--- src/rtl/gci_std_display_timing_gen_if.sv ---
// rtl/gci_std_display_timing_gen_if.sv - pixel read and display bus between the timing generator and its neighbours
// Purpose: bundles the VRAM read-FIFO handshake and the display output signals.
// Signals:
//   oRD_ENA, oRD_SYNC               read request / frame-realign pulse (timing gen -> read stage)
//   iRD_VALID, iRD_DATA_R/G/B       pixel returned one cycle after oRD_ENA (read stage -> timing gen)
//   oDISP_HSYNC/VSYNC/DE, oDISP_R/G/B display timing and pixel outputs
//   oUNDERFLOW                      sticky flag: a visible pixel arrived without valid data
// Modports: master = timing generator side, slave = read stage / display sink side.
interface gci_std_display_timing_gen_if;
  logic       oRD_ENA;
  logic       oRD_SYNC;
  logic       iRD_VALID;
  logic [7:0] iRD_DATA_R;
  logic [7:0] iRD_DATA_G;
  logic [7:0] iRD_DATA_B;
  logic       oDISP_HSYNC;
  logic       oDISP_VSYNC;
  logic       oDISP_DE;
  logic [7:0] oDISP_R;
  logic [7:0] oDISP_G;
  logic [7:0] oDISP_B;
  logic       oUNDERFLOW;

  modport master (
    output oRD_ENA, oRD_SYNC,
    input  iRD_VALID, iRD_DATA_R, iRD_DATA_G, iRD_DATA_B,
    output oDISP_HSYNC, oDISP_VSYNC, oDISP_DE, oDISP_R, oDISP_G, oDISP_B, oUNDERFLOW
  );

  modport slave (
    input  oRD_ENA, oRD_SYNC,
    output iRD_VALID, iRD_DATA_R, iRD_DATA_G, iRD_DATA_B,
    input  oDISP_HSYNC, oDISP_VSYNC, oDISP_DE, oDISP_R, oDISP_G, oDISP_B, oUNDERFLOW
  );
endinterface

--- src/rtl/gci_std_display_timing_gen.sv ---
// rtl/gci_std_display_timing_gen.sv - raster timing generator with VRAM read request and pixel output pipeline
// Purpose: counts pixels/lines, requests visible pixels from the read FIFO, and emits
//          hsync/vsync/de/RGB aligned two clocks after the counter position.
// Ports:
//   iDISP_CLOCK  pixel clock, all logic on its rising edge
//   inRESET      asynchronous active-low reset
//   iRESET_SYNC  synchronous clear with the same effect as reset
//   iDISP_ENA    display run enable; sampled to start a frame and at frame end
//   disp         read handshake and display outputs (master modport)
module gci_std_display_timing_gen #(
  parameter int P_H_ACTIVE = 640,
  parameter int P_H_FRONT  = 16,
  parameter int P_H_SYNC   = 96,
  parameter int P_H_BACK   = 48,
  parameter int P_V_ACTIVE = 480,
  parameter int P_V_FRONT  = 10,
  parameter int P_V_SYNC   = 2,
  parameter int P_V_BACK   = 33,
  parameter int P_SYNC_POL = 0
) (
  input  logic                                iDISP_CLOCK,
  input  logic                                inRESET,
  input  logic                                iRESET_SYNC,
  input  logic                                iDISP_ENA,
  gci_std_display_timing_gen_if.master        disp
);
  localparam int H_TOTAL = P_H_ACTIVE + P_H_FRONT + P_H_SYNC + P_H_BACK;
  localparam int V_TOTAL = P_V_ACTIVE + P_V_FRONT + P_V_SYNC + P_V_BACK;
  localparam int H_W     = $clog2(H_TOTAL);
  localparam int V_W     = $clog2(V_TOTAL);

  localparam logic [H_W-1:0] H_LAST     = H_W'(H_TOTAL - 1);
  localparam logic [V_W-1:0] V_LAST     = V_W'(V_TOTAL - 1);
  localparam logic [H_W-1:0] H_ACT      = H_W'(P_H_ACTIVE);
  localparam logic [V_W-1:0] V_ACT      = V_W'(P_V_ACTIVE);
  localparam logic [H_W-1:0] H_SYNC_BEG = H_W'(P_H_ACTIVE + P_H_FRONT);
  localparam logic [H_W-1:0] H_SYNC_END = H_W'(P_H_ACTIVE + P_H_FRONT + P_H_SYNC - 1);
  localparam logic [V_W-1:0] V_SYNC_BEG = V_W'(P_V_ACTIVE + P_V_FRONT);
  localparam logic [V_W-1:0] V_SYNC_END = V_W'(P_V_ACTIVE + P_V_FRONT + P_V_SYNC - 1);
  localparam logic           W_POL      = (P_SYNC_POL != 0);

  typedef enum logic {ST_IDLE = 1'b0, ST_RUN = 1'b1} state_t;

  state_t          r_state, w_state_nxt;
  logic [H_W-1:0]  r_h_cnt, w_h_cnt_nxt;
  logic [V_W-1:0]  r_v_cnt, w_v_cnt_nxt;
  logic            w_rd_sync;
  logic            w_rd_ena;
  logic            w_hs_raw;
  logic            w_vs_raw;
  logic            w_clear;

  logic            r_de_d1, r_de_d2;
  logic            r_hs_d1, r_hs_d2;
  logic            r_vs_d1, r_vs_d2;
  logic [23:0]     r_rgb;
  logic            r_underflow;

  // A synchronous clear overrides everything the block would do this cycle,
  // including a frame-end or start-of-run oRD_SYNC pulse.
  assign w_clear = iRESET_SYNC || !inRESET;

  always_ff @(posedge iDISP_CLOCK or negedge inRESET) begin
    if (!inRESET) begin
      r_state <= ST_IDLE;
      r_h_cnt <= '0;
      r_v_cnt <= '0;
    end else if (iRESET_SYNC) begin
      r_state <= ST_IDLE;
      r_h_cnt <= '0;
      r_v_cnt <= '0;
    end else begin
      r_state <= w_state_nxt;
      r_h_cnt <= w_h_cnt_nxt;
      r_v_cnt <= w_v_cnt_nxt;
    end
  end

  always_comb begin
    w_state_nxt = r_state;
    w_h_cnt_nxt = r_h_cnt;
    w_v_cnt_nxt = r_v_cnt;
    w_rd_sync   = 1'b0;
    case (r_state)
      ST_IDLE: begin
        w_h_cnt_nxt = '0;
        w_v_cnt_nxt = '0;
        if (iDISP_ENA) begin
          w_state_nxt = ST_RUN;
          w_rd_sync   = 1'b1;
        end
      end
      ST_RUN: begin
        if (r_h_cnt == H_LAST) begin
          w_h_cnt_nxt = '0;
          if (r_v_cnt == V_LAST) begin
            // Enable is only honoured here so a frame is never cut short.
            w_v_cnt_nxt = '0;
            w_rd_sync   = 1'b1;
            if (!iDISP_ENA) w_state_nxt = ST_IDLE;
          end else begin
            w_v_cnt_nxt = r_v_cnt + 1'b1;
          end
        end else begin
          w_h_cnt_nxt = r_h_cnt + 1'b1;
        end
      end
      default: w_state_nxt = ST_IDLE;
    endcase
    if (w_clear) w_rd_sync = 1'b0;
  end

  assign w_rd_ena = (r_state == ST_RUN) && (r_h_cnt < H_ACT) && (r_v_cnt < V_ACT) && !iRESET_SYNC;
  assign w_hs_raw = (r_state == ST_RUN) && (r_h_cnt >= H_SYNC_BEG) && (r_h_cnt <= H_SYNC_END);
  assign w_vs_raw = (r_state == ST_RUN) && (r_v_cnt >= V_SYNC_BEG) && (r_v_cnt <= V_SYNC_END);

  // Stage 1 lines up with the returning pixel (iRD_VALID is one cycle after
  // oRD_ENA); stage 2 and the RGB register then present both together.
  always_ff @(posedge iDISP_CLOCK or negedge inRESET) begin
    if (!inRESET) begin
      r_de_d1     <= 1'b0;
      r_de_d2     <= 1'b0;
      r_hs_d1     <= 1'b0;
      r_hs_d2     <= 1'b0;
      r_vs_d1     <= 1'b0;
      r_vs_d2     <= 1'b0;
      r_rgb       <= '0;
      r_underflow <= 1'b0;
    end else if (iRESET_SYNC) begin
      r_de_d1     <= 1'b0;
      r_de_d2     <= 1'b0;
      r_hs_d1     <= 1'b0;
      r_hs_d2     <= 1'b0;
      r_vs_d1     <= 1'b0;
      r_vs_d2     <= 1'b0;
      r_rgb       <= '0;
      r_underflow <= 1'b0;
    end else begin
      r_de_d1 <= w_rd_ena;
      r_de_d2 <= r_de_d1;
      r_hs_d1 <= w_hs_raw;
      r_hs_d2 <= r_hs_d1;
      r_vs_d1 <= w_vs_raw;
      r_vs_d2 <= r_vs_d1;
      r_rgb   <= (r_de_d1 && disp.iRD_VALID) ?
                 {disp.iRD_DATA_R, disp.iRD_DATA_G, disp.iRD_DATA_B} : 24'd0;
      if (r_de_d1 && !disp.iRD_VALID) r_underflow <= 1'b1;
    end
  end

  assign disp.oRD_ENA     = w_rd_ena;
  assign disp.oRD_SYNC    = w_rd_sync;
  assign disp.oDISP_HSYNC = r_hs_d2 ? W_POL : ~W_POL;
  assign disp.oDISP_VSYNC = r_vs_d2 ? W_POL : ~W_POL;
  assign disp.oDISP_DE    = r_de_d2;
  assign disp.oDISP_R     = r_rgb[23:16];
  assign disp.oDISP_G     = r_rgb[15:8];
  assign disp.oDISP_B     = r_rgb[7:0];
  assign disp.oUNDERFLOW  = r_underflow;
endmodule
--- src/flat_wrapper.sv ---
// flat-port wrapper written by rule: the top's interface ports become plain ports
module gci_std_display_timing_gen_flat 
#(
  parameter int P_H_ACTIVE = 640,
  parameter int P_H_FRONT  = 16,
  parameter int P_H_SYNC   = 96,
  parameter int P_H_BACK   = 48,
  parameter int P_V_ACTIVE = 480,
  parameter int P_V_FRONT  = 10,
  parameter int P_V_SYNC   = 2,
  parameter int P_V_BACK   = 33,
  parameter int P_SYNC_POL = 0
)
  (iDISP_CLOCK, inRESET, iRESET_SYNC, iDISP_ENA, disp_oRD_ENA, disp_oRD_SYNC, disp_iRD_VALID, disp_iRD_DATA_R, disp_iRD_DATA_G, disp_iRD_DATA_B, disp_oDISP_HSYNC, disp_oDISP_VSYNC, disp_oDISP_DE, disp_oDISP_R, disp_oDISP_G, disp_oDISP_B, disp_oUNDERFLOW);
  gci_std_display_timing_gen_if disp_i ();
  input  logic iDISP_CLOCK;
  input  logic inRESET;
  input  logic iRESET_SYNC;
  input  logic iDISP_ENA;
  output wire logic [$bits(disp_i.oRD_ENA)-1:0] disp_oRD_ENA;
  output wire logic [$bits(disp_i.oRD_SYNC)-1:0] disp_oRD_SYNC;
  input wire logic [$bits(disp_i.iRD_VALID)-1:0] disp_iRD_VALID;
  input wire logic [$bits(disp_i.iRD_DATA_R)-1:0] disp_iRD_DATA_R;
  input wire logic [$bits(disp_i.iRD_DATA_G)-1:0] disp_iRD_DATA_G;
  input wire logic [$bits(disp_i.iRD_DATA_B)-1:0] disp_iRD_DATA_B;
  output wire logic [$bits(disp_i.oDISP_HSYNC)-1:0] disp_oDISP_HSYNC;
  output wire logic [$bits(disp_i.oDISP_VSYNC)-1:0] disp_oDISP_VSYNC;
  output wire logic [$bits(disp_i.oDISP_DE)-1:0] disp_oDISP_DE;
  output wire logic [$bits(disp_i.oDISP_R)-1:0] disp_oDISP_R;
  output wire logic [$bits(disp_i.oDISP_G)-1:0] disp_oDISP_G;
  output wire logic [$bits(disp_i.oDISP_B)-1:0] disp_oDISP_B;
  output wire logic [$bits(disp_i.oUNDERFLOW)-1:0] disp_oUNDERFLOW;
  assign disp_oRD_ENA = disp_i.oRD_ENA;
  assign disp_oRD_SYNC = disp_i.oRD_SYNC;
  assign disp_i.iRD_VALID = disp_iRD_VALID;
  assign disp_i.iRD_DATA_R = disp_iRD_DATA_R;
  assign disp_i.iRD_DATA_G = disp_iRD_DATA_G;
  assign disp_i.iRD_DATA_B = disp_iRD_DATA_B;
  assign disp_oDISP_HSYNC = disp_i.oDISP_HSYNC;
  assign disp_oDISP_VSYNC = disp_i.oDISP_VSYNC;
  assign disp_oDISP_DE = disp_i.oDISP_DE;
  assign disp_oDISP_R = disp_i.oDISP_R;
  assign disp_oDISP_G = disp_i.oDISP_G;
  assign disp_oDISP_B = disp_i.oDISP_B;
  assign disp_oUNDERFLOW = disp_i.oUNDERFLOW;
  gci_std_display_timing_gen #(.P_H_ACTIVE(P_H_ACTIVE), .P_H_FRONT(P_H_FRONT), .P_H_SYNC(P_H_SYNC), .P_H_BACK(P_H_BACK), .P_V_ACTIVE(P_V_ACTIVE), .P_V_FRONT(P_V_FRONT), .P_V_SYNC(P_V_SYNC), .P_V_BACK(P_V_BACK), .P_SYNC_POL(P_SYNC_POL)) u_core (.iDISP_CLOCK(iDISP_CLOCK), .inRESET(inRESET), .iRESET_SYNC(iRESET_SYNC), .iDISP_ENA(iDISP_ENA), .disp(disp_i));
endmodule
--- config.mk ---
export PLATFORM = sky130hd
export DESIGN_NAME = gci_std_display_timing_gen_flat
export DESIGN_NICKNAME = d
export VERILOG_FILES = /design/src/rtl/gci_std_display_timing_gen_if.sv /design/src/rtl/gci_std_display_timing_gen.sv /design/src/flat_wrapper.sv
export SDC_FILE = /design/constraint.sdc
export NUM_CORES = 1
export LEC_CHECK = 0
export CAP_MARGIN = 20
export CORE_MARGIN = 2
export CORE_UTILIZATION = 30
export DETAILED_ROUTE_END_ITERATION = 12
export DONT_BUFFER_PORTS = 1
export GPL_ROUTABILITY_DRIVEN = 0
export RECOVER_POWER = 100
export SLEW_MARGIN = 15
export SYNTH_ARGS = -nofsm -noshare
export SYNTH_HDL_FRONTEND = slang
export SYNTH_SLANG_ARGS = --single-unit
--- constraint.sdc ---
create_clock -name iDISP_CLOCK -period 2.6 [get_ports iDISP_CLOCK]
set_input_delay 0.52 -clock iDISP_CLOCK [delete_from_list [all_inputs] [get_ports iDISP_CLOCK]]
set_output_delay 0.52 -clock iDISP_CLOCK [all_outputs]
set_load 0.05 [all_outputs]
==> results of run 1 <==
==> how the worst max path moves through the flow <==
stage | startpoint | to | cells after the start
2_1_floorplan | u_core.r_h_cnt[0] | disp_oRD_SYNC | 6
3_3_place_gp | u_core.r_h_cnt[0] | disp_oRD_SYNC | 5
3_5_place_dp | u_core.r_h_cnt[0] | disp_oRD_SYNC | 5
4_1_cts | u_core.r_v_cnt[7] | disp_oRD_SYNC | 4
5_1_grt | u_core.r_h_cnt[1] | disp_oRD_SYNC | 5
6_report | u_core.r_v_cnt[7] | disp_oRD_SYNC | 4
==> sequential cells by signal, summed over array words and instances (netlist names) <==
register	flops
u_core.disp.oDISP_DE	1
u_core.disp.oUNDERFLOW	1
u_core.r_de_d1	1
u_core.r_h_cnt	10
u_core.r_hs_d1	1
u_core.r_hs_d2	1
u_core.r_rgb	24
u_core.r_state	1
u_core.r_v_cnt	10
u_core.r_vs_d1	1
u_core.r_vs_d2	1
==> report_power, final <==
part / switching, mW / total, mW / internal, mW
sequential: 0.0276 / 0.844 / 0.817
combinational: 0.0437 / 0.0619 / 0.0182
clock: 0.254 / 0.632 / 0.379
==> layer usage <==
metal / global-route usage, % / vias up / routed length [um] / share of wire, %
li1: - / 723 / - / -
met1: 13.7 / 734 / 1910 / 42
met2: 19.3 / 73 / 2210 / 48
met3: 4.42 / 4 / 431 / 9.4
met4: 3.08 / 0 / 38 / 0.83
met5: 0 / - / 0 / 0
==> Yosys cell counts, drive strengths merged, types with 5 or more instances <==
master / count
o31ai: 5
inv: 12
nand3: 8
nand2: 9
nor2b: 5
nor2: 12
nor3: 5
o21ai: 7
xnor2: 5
and3: 28
dfrtp: 52
==> cell type report <==
class                      count  area [sq um]
clock buffer                   5          68.8
clock inverter                 2          60.1
fill                         713          4610
inverter                      12          45.0
multi-input combinational    126           917
sequential                    52          1300
tap                           99           124
timing repair buffer          18           129
==> logic make-up (layout without fill, tap and decap cells) <==
| group | after synthesis | in the layout |
|---|---|---|
| AO/OA/AOI/OAI | 24 | 24 |
| XOR/XNOR | 9 | 9 |
| adder cells (fa/ha/maj) | 4 | 4 |
| buffers and inverters | 19 | 37 |
| flip-flops | 52 | 52 |
| multiplexers | 2 | 2 |
| AND/OR/NAND/NOR | 87 | 87 |
==> through the flow <==
stage | setup WS (ns) | TNS [ns]
final | 0.0159 | 0
after detailed placement | 0.0788 | 0
after global routing | -0.0521 | -0.0521
after global placement | 0.162 | 0
after floorplan | 0.118 | 0
after CTS | -0.00313 | -0.00313
==> worst max-delay path: cells and delay by family (launching register included) <==
family / cells / cell delay [ns]
simple gates: 3 / 1.17
compound gates: 1 / 0.21
flops: 1 / 0.39
==> what timing repair did <==
| item | 4_1_cts | 5_1_grt |
|---|---|---|
| gates resized for setup | 10 | 0 |
| hold buffers | 1 | 0 |
| setup buffers | 12 | 0 |
| hold endpoints to repair | 52 | 0 |
| pin swaps | 5 | 1 |
| setup endpoints to repair | 1 | 1 |
==> flow_summary_export.csv, run 1 <==
group,metric,value,unit
clock_network,cts.sinks,52,
cells_and_area,fin_util,36.5,%
critical_path,cp-end-kind,"output pin",
die,io_pins,59,
yosys,synth-seq-area-share,57.6,%
global_routing,grt_max_degree,53,
clock_network,clkSlewWorstSetupHoldPaths,0.09,ns
min_path,hp-class,"input port to flop",
cells_and_area,drive_above_1_share,23.3,%
route,firstDrtPassIters,4,
die,coreArea,7250,sq um
sta,hold_viol,0,
critical_path,critPathLaunchType,"flop",
run_status,status,"finished clean",
sta,drv_slew,0,
die,dieArea,8230,sq um
global_routing,antenna_found_initial,0,
cells_and_area,n_antenna_cell,0,
critical_path,crit_fanout,2,
die,initial_utilization,31.1,%
sta,skew,0.00552,ns
critical_path,reg2reg_to,"u_core.r_v_cnt[3]",
yosys,synthesis.nets,230,
min_path,hold_end,"u_core.r_hs_d2",
yosys,yosysWarningCount,0,
power_and_ir_drop,vdd.ir_drop.worst,0.233,mV
yosys,synthArstFlopShare,100,%
cells_and_area,final_cell_count_no_fill,314,
cells_and_area,area_growth,17.2,%
critical_path,crit_slowest_cell,"or3_4",
critical_path,regToRegSetupSlack,0.66,ns
sta,timing.hold.ws,0.274,ns
cells_and_area,final_cell_mix,"dfrtp_1 (51), and3_1 (26), buf_4 (16)",
yosys,muxShareOfSynthArea,1.50,%
yosys,synth-simple-area-share,22.8,%
min_path,hp-start,"iRESET_SYNC",
placed_design,place_hpwl,3000,um
global_routing,grt_pass1_vias,1546,
yosys,synth_cell_type_count,40,
yosys,synth.top_cells.by_area,"dfrtp_1 (58%), and3_1 (7.2%), ha_1 (2.2%)",
cells_and_area,fin_area,2650,sq um
route,routed_wirelength,4590,um
run,cap_violations,0,
critical_path,rr_worst_depth,6,
clock_network,htreeDepth,2,
yosys,ys_ff_latch,52,
route,wl_per_cell,14.6,um
critical_path,path_cells,"or3_4 > or3_4 > o31ai_4 > and3b_2",
die,die_width,90.7,um
die,dieHeight,90.7,um
cells_and_area,layout_commonest_cell,"dfrtp_1",
yosys,ys.flop_type,"dfrtp_1",
global_routing,grt_pass1_wl,7730,um
clock_network,worstSkewPairLatency,0.30,ns
route,num_vias,1534,
clock_network,clk_path_buf_depth,2,
min_path,hold_depth,1,
yosys,synth_top_area_share,57.6,%
critical_path,cp_slowest_stage_delay,0.40,ns
placed_design,placed_area,2380,sq um
yosys,synthCells,197,
critical_path,path_class,"flop to output pin",
sta,setup_viol,0,
yosys,synth_compound_area_share,8.31,%
power_and_ir_drop,p_leak,1.26,nW
yosys,syn_area,2260,sq um
cells_and_area,nets,248,
critical_path,cp_common_cell,"or3_4",
power_and_ir_drop,powerDensity,581,nW/um^2
route,avgViaCountPerCell,4.89,
sta,rsz0062_at_grt,"true",
yosys,yosys.area.top_type,"dfrtp_1",
critical_path,r2r_start,"u_core.r_v_cnt[0]",
global_routing,grt_overflow,0,
global_routing,grt_util_all_layers,11.5,%
sta,max_freq,387,MHz
yosys,synth_edf_count,0,
clock_network,cts_tree,"built",
power_and_ir_drop,finalPower,1.54,mW
yosys,synth_xor_area_share,3.49,%
sta,fin_crit_sh,99.4,%
placed_design,io_buffers,0,
yosys,synth.avg_cell_area,11.5,sq um
route,drt_iter0_drc,110,
route,drtAntennaViolNets,0,
sta,maxSlewHeadroom,16.8,%
sta,post-route-min-period,2.58,ns
critical_path,worst_ep_required_time,2.08,ns
sta,tightest_slew,1.25,ns
clock_network,cts_buffers,5,
die,fp-row-count,31,
yosys,synth_fa_ha_area_share,2.22,%
placed_design,dp.cells,294,
route,route.detailed.drc,0,
clock_network,clockRootBuffer,"clkbuf_8",
yosys,synth_top_family_by_area,"simple AND/OR/NAND/NOR gates",
critical_path,arrival,2.06,ns
No activity file was read; power rests on OpenSTA's default activity.
==> run 2: changes to the inputs <==
--- a/constraint.sdc
+++ b/constraint.sdc
@@ -3,2 +3,2 @@
 set_output_delay 0.52 -clock iDISP_CLOCK [all_outputs]
-set_load 0.05 [all_outputs]
+set_load 0.01 [all_outputs]
==> run 2 against run 1 <==
Compared with the run above:
- worst setup slack improved by 0.053 ns
- critical path depth did not move
- sequential power down 2%
- cell area fell by 4.3%
- fmax rose by 2.1%
- core utilization decreased by 1.6 points
- global-route usage fell by 0.37 points
- sequential share of layout area is 2.2 points higher
- flip-flop and latch count stayed put
==> flow_summary_export.csv, run 2 (synthesis gave the netlist of run 1 again) <==
group,metric,value,unit
run_status,status,"finished clean",
cells_and_area,n_antenna_cell,0,
sta,tightest_slew,1.24,ns
power_and_ir_drop,vdd.ir_drop.worst,0.186,mV
critical_path,worst_ep_required_time,2.08,ns
sta,tns,0,ns
cells_and_area,reg_top3,"u_core.r_rgb: 24 flops, u_core.r_h_cnt: 10 flops, u_core.r_v_cnt: 10 flops",
route,wl_met1,1950,um
clock_network,clk_path_buf_depth,2,
route,drtAntennaViolNets,0,
clock_network,clkSlewWorstSetupHoldPaths,0.10,ns
die,dieArea,8230,sq um
sta,post-route-min-period,2.53,ns
power_and_ir_drop,pwr-share-comb,4.1,%
route,route.detailed.drc,0,
power_and_ir_drop,finalPower,1.34,mW
clock_network,cts_buffers,5,
cells_and_area,layout_commonest_cell,"dfrtp_1",
power_and_ir_drop,p_clk_share,34.2,%
route,num_vias,1515,
power_and_ir_drop,power.internal,1.02,mW
critical_path,regToRegSetupSlack,0.51,ns
critical_path,path_class,"flop to output pin",
cells_and_area,drive_above_1_share,18.1,%
power_and_ir_drop,seq_power_share,61.8,%
global_routing,grt_max_degree,53,
die,initial_utilization,31.1,%
die,io_pins,59,
route,wl_met3,358,um
global_routing,antenna_found_initial,0,
critical_path,cp-end-kind,"output pin",
sta,setup_viol,0,
power_and_ir_drop,p_leak,1.19,nW
critical_path,crit_fanout,6,
die,dieHeight,90.7,um
sta,fin_crit_sh,97.4,%
route,firstDrtPassIters,4,
route,route.met2.wl,1980,um
route,top_layer,"met4",
die,fp-row-count,31,
cells_and_area,fillers,726,
cells_and_area,area_growth,12.3,%
sta,hold_viol,0,
die,die_width,90.7,um
cells_and_area,fin_util,34.9,%
critical_path,arrival,2.01,ns
global_routing,grt_pass1_vias,1481,
route,wl_per_cell,14.1,um
min_path,hp-class,"input port to flop",
clock_network,cts_tree,"built",
sta,rsz0062_at_grt,"false",
clock_network,htreeDepth,2,
cells_and_area,regMostFlops,"u_core.r_rgb",
clock_network,clockRootBuffer,"clkbuf_8",
sta,skew,0.00874,ns
clock_network,cts.sinks,52,
sta,drv_slew,0,
sta,maxSlewHeadroom,17.1,%
cells_and_area,largest_register_ffs,24,
die,coreArea,7250,sq um
cells_and_area,seqCellArea,1300,sq um
route,drt_iter0_drc,183,
global_routing,grt_pass1_wl,7470,um
global_routing,grt_overflow,0,
placed_design,io_buffers,0,
cells_and_area,final_cell_mix,"dfrtp_1 (50), and3_1 (26), nor2_1 (12)",
power_and_ir_drop,swShare,23.3,%
placed_design,place_hpwl,2960,um
run,cap_violations,0,
clock_network,worstSkewPairLatency,0.30,ns
critical_path,critPathLaunchType,"flop",
route,routed_wirelength,4340,um
cells_and_area,multiInputGateArea,900,sq um
power_and_ir_drop,powerDensity,528,nW/um^2
global_routing,grt_util_all_layers,11.1,%
sta,max_freq,395,MHz
cells_and_area,nets,242,
route,avgViaCountPerCell,4.90,
power_and_ir_drop,p_sw,312,uW
run 2: path summary, 6_finish.rpt:
| check | cells after the start | startpoint | endpoint |
|---|---|---|---|
| worst max-delay path | 4 | u_core.r_v_cnt[6] | disp_oRD_SYNC |
| worst min-delay path | 1 | iRESET_SYNC | u_core.r_state |
| worst max register to register | 5 | u_core.r_h_cnt[5] | u_core.r_v_cnt[0] |
| worst min register to register | 1 | u_core.r_vs_d1 | u_core.r_vs_d2 |
| max in group asynchronous | 1 | inRESET | u_core.r_h_cnt[5] |
| min in group asynchronous | 1 | inRESET | u_core.r_v_cnt[7] |
run 2: per-layer routing:
metal | vias to the layer above | GRT usage [%]
li1 | 709 | -
met4 | 0 | 3.46
met1 | 737 | 13.7
met3 | 5 | 3.76
met2 | 64 | 18.3
met5 | - | 0
run 2: cell type report:
type / instances / area share, %
inverter: 12 / 1.78
timing repair buffer: 12 / 2.86
sequential: 52 / 51.5
clock inverter: 2 / 0.642
tap: 99 / 4.89
multi-input combinational: 126 / 35.5
clock buffer: 6 / 2.86
run 2: repair_timing:
| item | CTS | global route |
|---|---|---|
| resized for setup | 4 | 8 |
| hold buffers | 1 | 0 |
| buffers inserted | 2 | 5 |
| pin swaps | 2 | 5 |
| endpoints found under the hold margin | 52 | 0 |
| setup endpoints to repair | 1 | 1 |
run 2: worst max-delay path: stages, from the launching register on:
cell     delay, ns
dfrtp_1       0.44
or3_4         0.39
or3_4         0.40
o31ai_4       0.23
and3b_2       0.25
run 2: power by group through the flow:
stage	sequential (mW)	clock (mW)	combinational (mW)
after global placement	0.842	0	0.0361
after CTS	0.826	0.476	0.0604
after global routing	0.827	0.505	0.0631
after floorplan	0.840	0	0.0313
after detailed placement	0.842	0	0.0366
final	0.826	0.457	0.0546
run 2: through the flow:
stage	std cells	hold WS, ns	setup WS [ns]	cell area, sq um
CTS	304	0.0662	0.0107	2520
global placement	293	0.225	0.287	2370
detailed placement	293	0.225	0.216	2370
global route	309	0.252	0.0185	2530
finish	309	0.264	0.0685	2530
floorplan	197	0.224	0.263	2260
==> run 3: changes to the inputs <==
- MAX_ROUTING_LAYER: unset -> met4
==> run 3 against run 2 <==
Compared with the run above:
- via count is 0.86% higher
- final cell count stayed put
- highest routed layer unchanged
- flip-flop and latch count stayed put
- non-clock buffer count stayed put
- largest cell class unchanged
- fmax hardly changed
- die area stayed put
- worst setup slack better by 0.0021 ns
- worst hold slack hardly changed
==> flow_summary_export.csv, run 3 (synthesis gave the netlist of run 1 again) <==
group,metric,value,unit
global_routing,grt_pass1_wl,7470,um
clock_network,cts.sinks,52,
critical_path,critPathLaunchType,"flop",
global_routing,grt_overflow,0,
power_and_ir_drop,vdd.ir_drop.worst,0.186,mV
power_and_ir_drop,p_leak,1.19,nW
die,initial_utilization,31.1,%
cells_and_area,final_cell_mix,"dfrtp_1 (50), and3_1 (26), nor2_1 (12)",
clock_network,htreeDepth,2,
cells_and_area,fin_area,2530,sq um
clock_network,clk_path_buf_depth,2,
die,coreArea,7250,sq um
sta,setup_viol,0,
sta,tightest_slew,1.24,ns
critical_path,arrival,2.01,ns
run_status,status,"finished clean",
cells_and_area,nets,242,
die,fp-row-count,31,
cells_and_area,multiInputGateArea,900,sq um
sta,hold_viol,0,
cells_and_area,area_growth,12.3,%
critical_path,reg2reg_to,"u_core.r_v_cnt[0]",
min_path,hp-start,"iRESET_SYNC",
power_and_ir_drop,powerDensity,527,nW/um^2
cells_and_area,fillers,726,
sta,maxSlewHeadroom,17.1,%
route,firstDrtPassIters,4,
critical_path,cp-end-kind,"output pin",
critical_path,regToRegSetupSlack,0.51,ns
clock_network,worstSkewPairLatency,0.30,ns
global_routing,grt_max_degree,53,
clock_network,cts_tree,"built",
sta,layout_setup_ws,0.0706,ns
placed_design,io_buffers,0,
sta,tns,0,ns
route,num_vias,1528,
critical_path,cp_slowest_stage_delay,0.44,ns
die,io_pins,59,
min_path,hp-class,"input port to flop",
cells_and_area,seqCellArea,1300,sq um
cells_and_area,regMostFlops,"u_core.r_rgb",
clock_network,clockRootBuffer,"clkbuf_8",
critical_path,crit_slowest_cell,"dfrtp_1",
critical_path,r2r_start,"u_core.r_h_cnt[5]",
placed_design,place_hpwl,2960,um
critical_path,crit_fanout,6,
sta,fin_crit_sh,97.3,%
power_and_ir_drop,finalPower,1.34,mW
cells_and_area,n_antenna_cell,0,
cells_and_area,largest_register_ffs,24,
route,wl_per_cell,14.2,um
critical_path,cpLargestDelayFamily,"simple AND/OR/NAND/NOR gates",
cells_and_area,final_cell_count_no_fill,309,
die,dieHeight,90.7,um
critical_path,path_cells,"or3_4 > or3_4 > o31ai_4 > and3b_2",
cells_and_area,reg_top3,"u_core.r_rgb: 24 flops, u_core.r_h_cnt: 10 flops, u_core.r_v_cnt: 10 flops",
critical_path,crit_buf_inv,0,
route,drt_iter0_drc,163,
sta,post-route-min-period,2.53,ns
global_routing,grt_util_all_layers,11.4,%
sta,skew,0.00822,ns
cells_and_area,layout_commonest_cell,"dfrtp_1",
sta,drv_slew,0,
route,drtAntennaViolNets,0,
placed_design,pre_cts_ws,0.216,ns
critical_path,path_class,"flop to output pin",
cells_and_area,drive_above_1_share,18.1,%
clock_network,cts_buffers,5,
min_path,hold_end,"u_core.r_state",
route,route.detailed.drc,0,
die,die_width,90.7,um
critical_path,cp_common_cell,"or3_4",
global_routing,grt_pass1_vias,1480,
min_path,hold_depth,1,
global_routing,antenna_found_initial,0,
critical_path,worst_ep_required_time,2.08,ns
clock_network,clkSlewWorstSetupHoldPaths,0.10,ns
cells_and_area,fin_util,34.9,%
run,cap_violations,0,
sta,timing.hold.ws,0.264,ns
placed_design,dp.cells,293,
sta,rsz0062_at_grt,"false",
critical_path,rr_worst_depth,5,
placed_design,placed_area,2370,sq um
route,avgViaCountPerCell,4.94,
route,routed_wirelength,4380,um
die,dieArea,8230,sq um
sta,max_freq,395,MHz
==> run 3: cell counts in the layout (fill, tap and decap cells not counted) <==
Identical to the previous run, type by type.
==> run 3: metal layers <==
layer  up-vias  GRT usage, %  part of all wire, %
li1        709             -                    -
met1       746          13.7                   45
met2        68          18.3                   46
met3         5          3.76                  8.3
met4         0          3.46                  1.2
met5         -             -                    0
==> run 3: worst max-delay path by stage <==
stage | startpoint | endpoint | cells after the start
after CTS | u_core.r_h_cnt[1] | disp_oRD_SYNC | 5
after global routing | u_core.r_v_cnt[6] | disp_oRD_SYNC | 4
after floorplan | u_core.r_h_cnt[0] | disp_oRD_SYNC | 6
after detailed placement | u_core.r_h_cnt[0] | disp_oRD_SYNC | 5
final | u_core.r_v_cnt[6] | disp_oRD_SYNC | 4
after global placement | u_core.r_h_cnt[0] | disp_oRD_SYNC | 5
==> run 3: final cells by class <==
class                           instances  share of cell area [%]
Multi-Input combinational cell        126                    35.5
Sequential cell                        52                    51.5
Inverter                               12                    1.78
Clock inverter                          2                   0.642
Timing Repair Buffer                   12                    2.86
Tap cell                               99                    4.89
Clock buffer                            6                    2.86
==> run 3: report_power, final <==
group / internal [mW] / switching, mW
combinational: 0.0159 / 0.0388
sequential: 0.817 / 0.00854
clock: 0.192 / 0.264
==> run 3: what timing repair did <==
action / in CTS / in global routing
hold endpoints to repair: 52 / 0
pin swaps: 2 / 5
setup buffers: 2 / 5
setup endpoints to repair: 1 / 1
resized for setup: 4 / 8
hold buffers: 1 / 0
==> run 3: worst register-to-register path: cells and delay by family (launching register included) <==
kind | cells | cell delay, ns
DFF | 1 | 0.44
buffers and inverters | 1 | 0.24
and+or+nand+nor | 3 | 1.18
muxes | 1 | 0.16
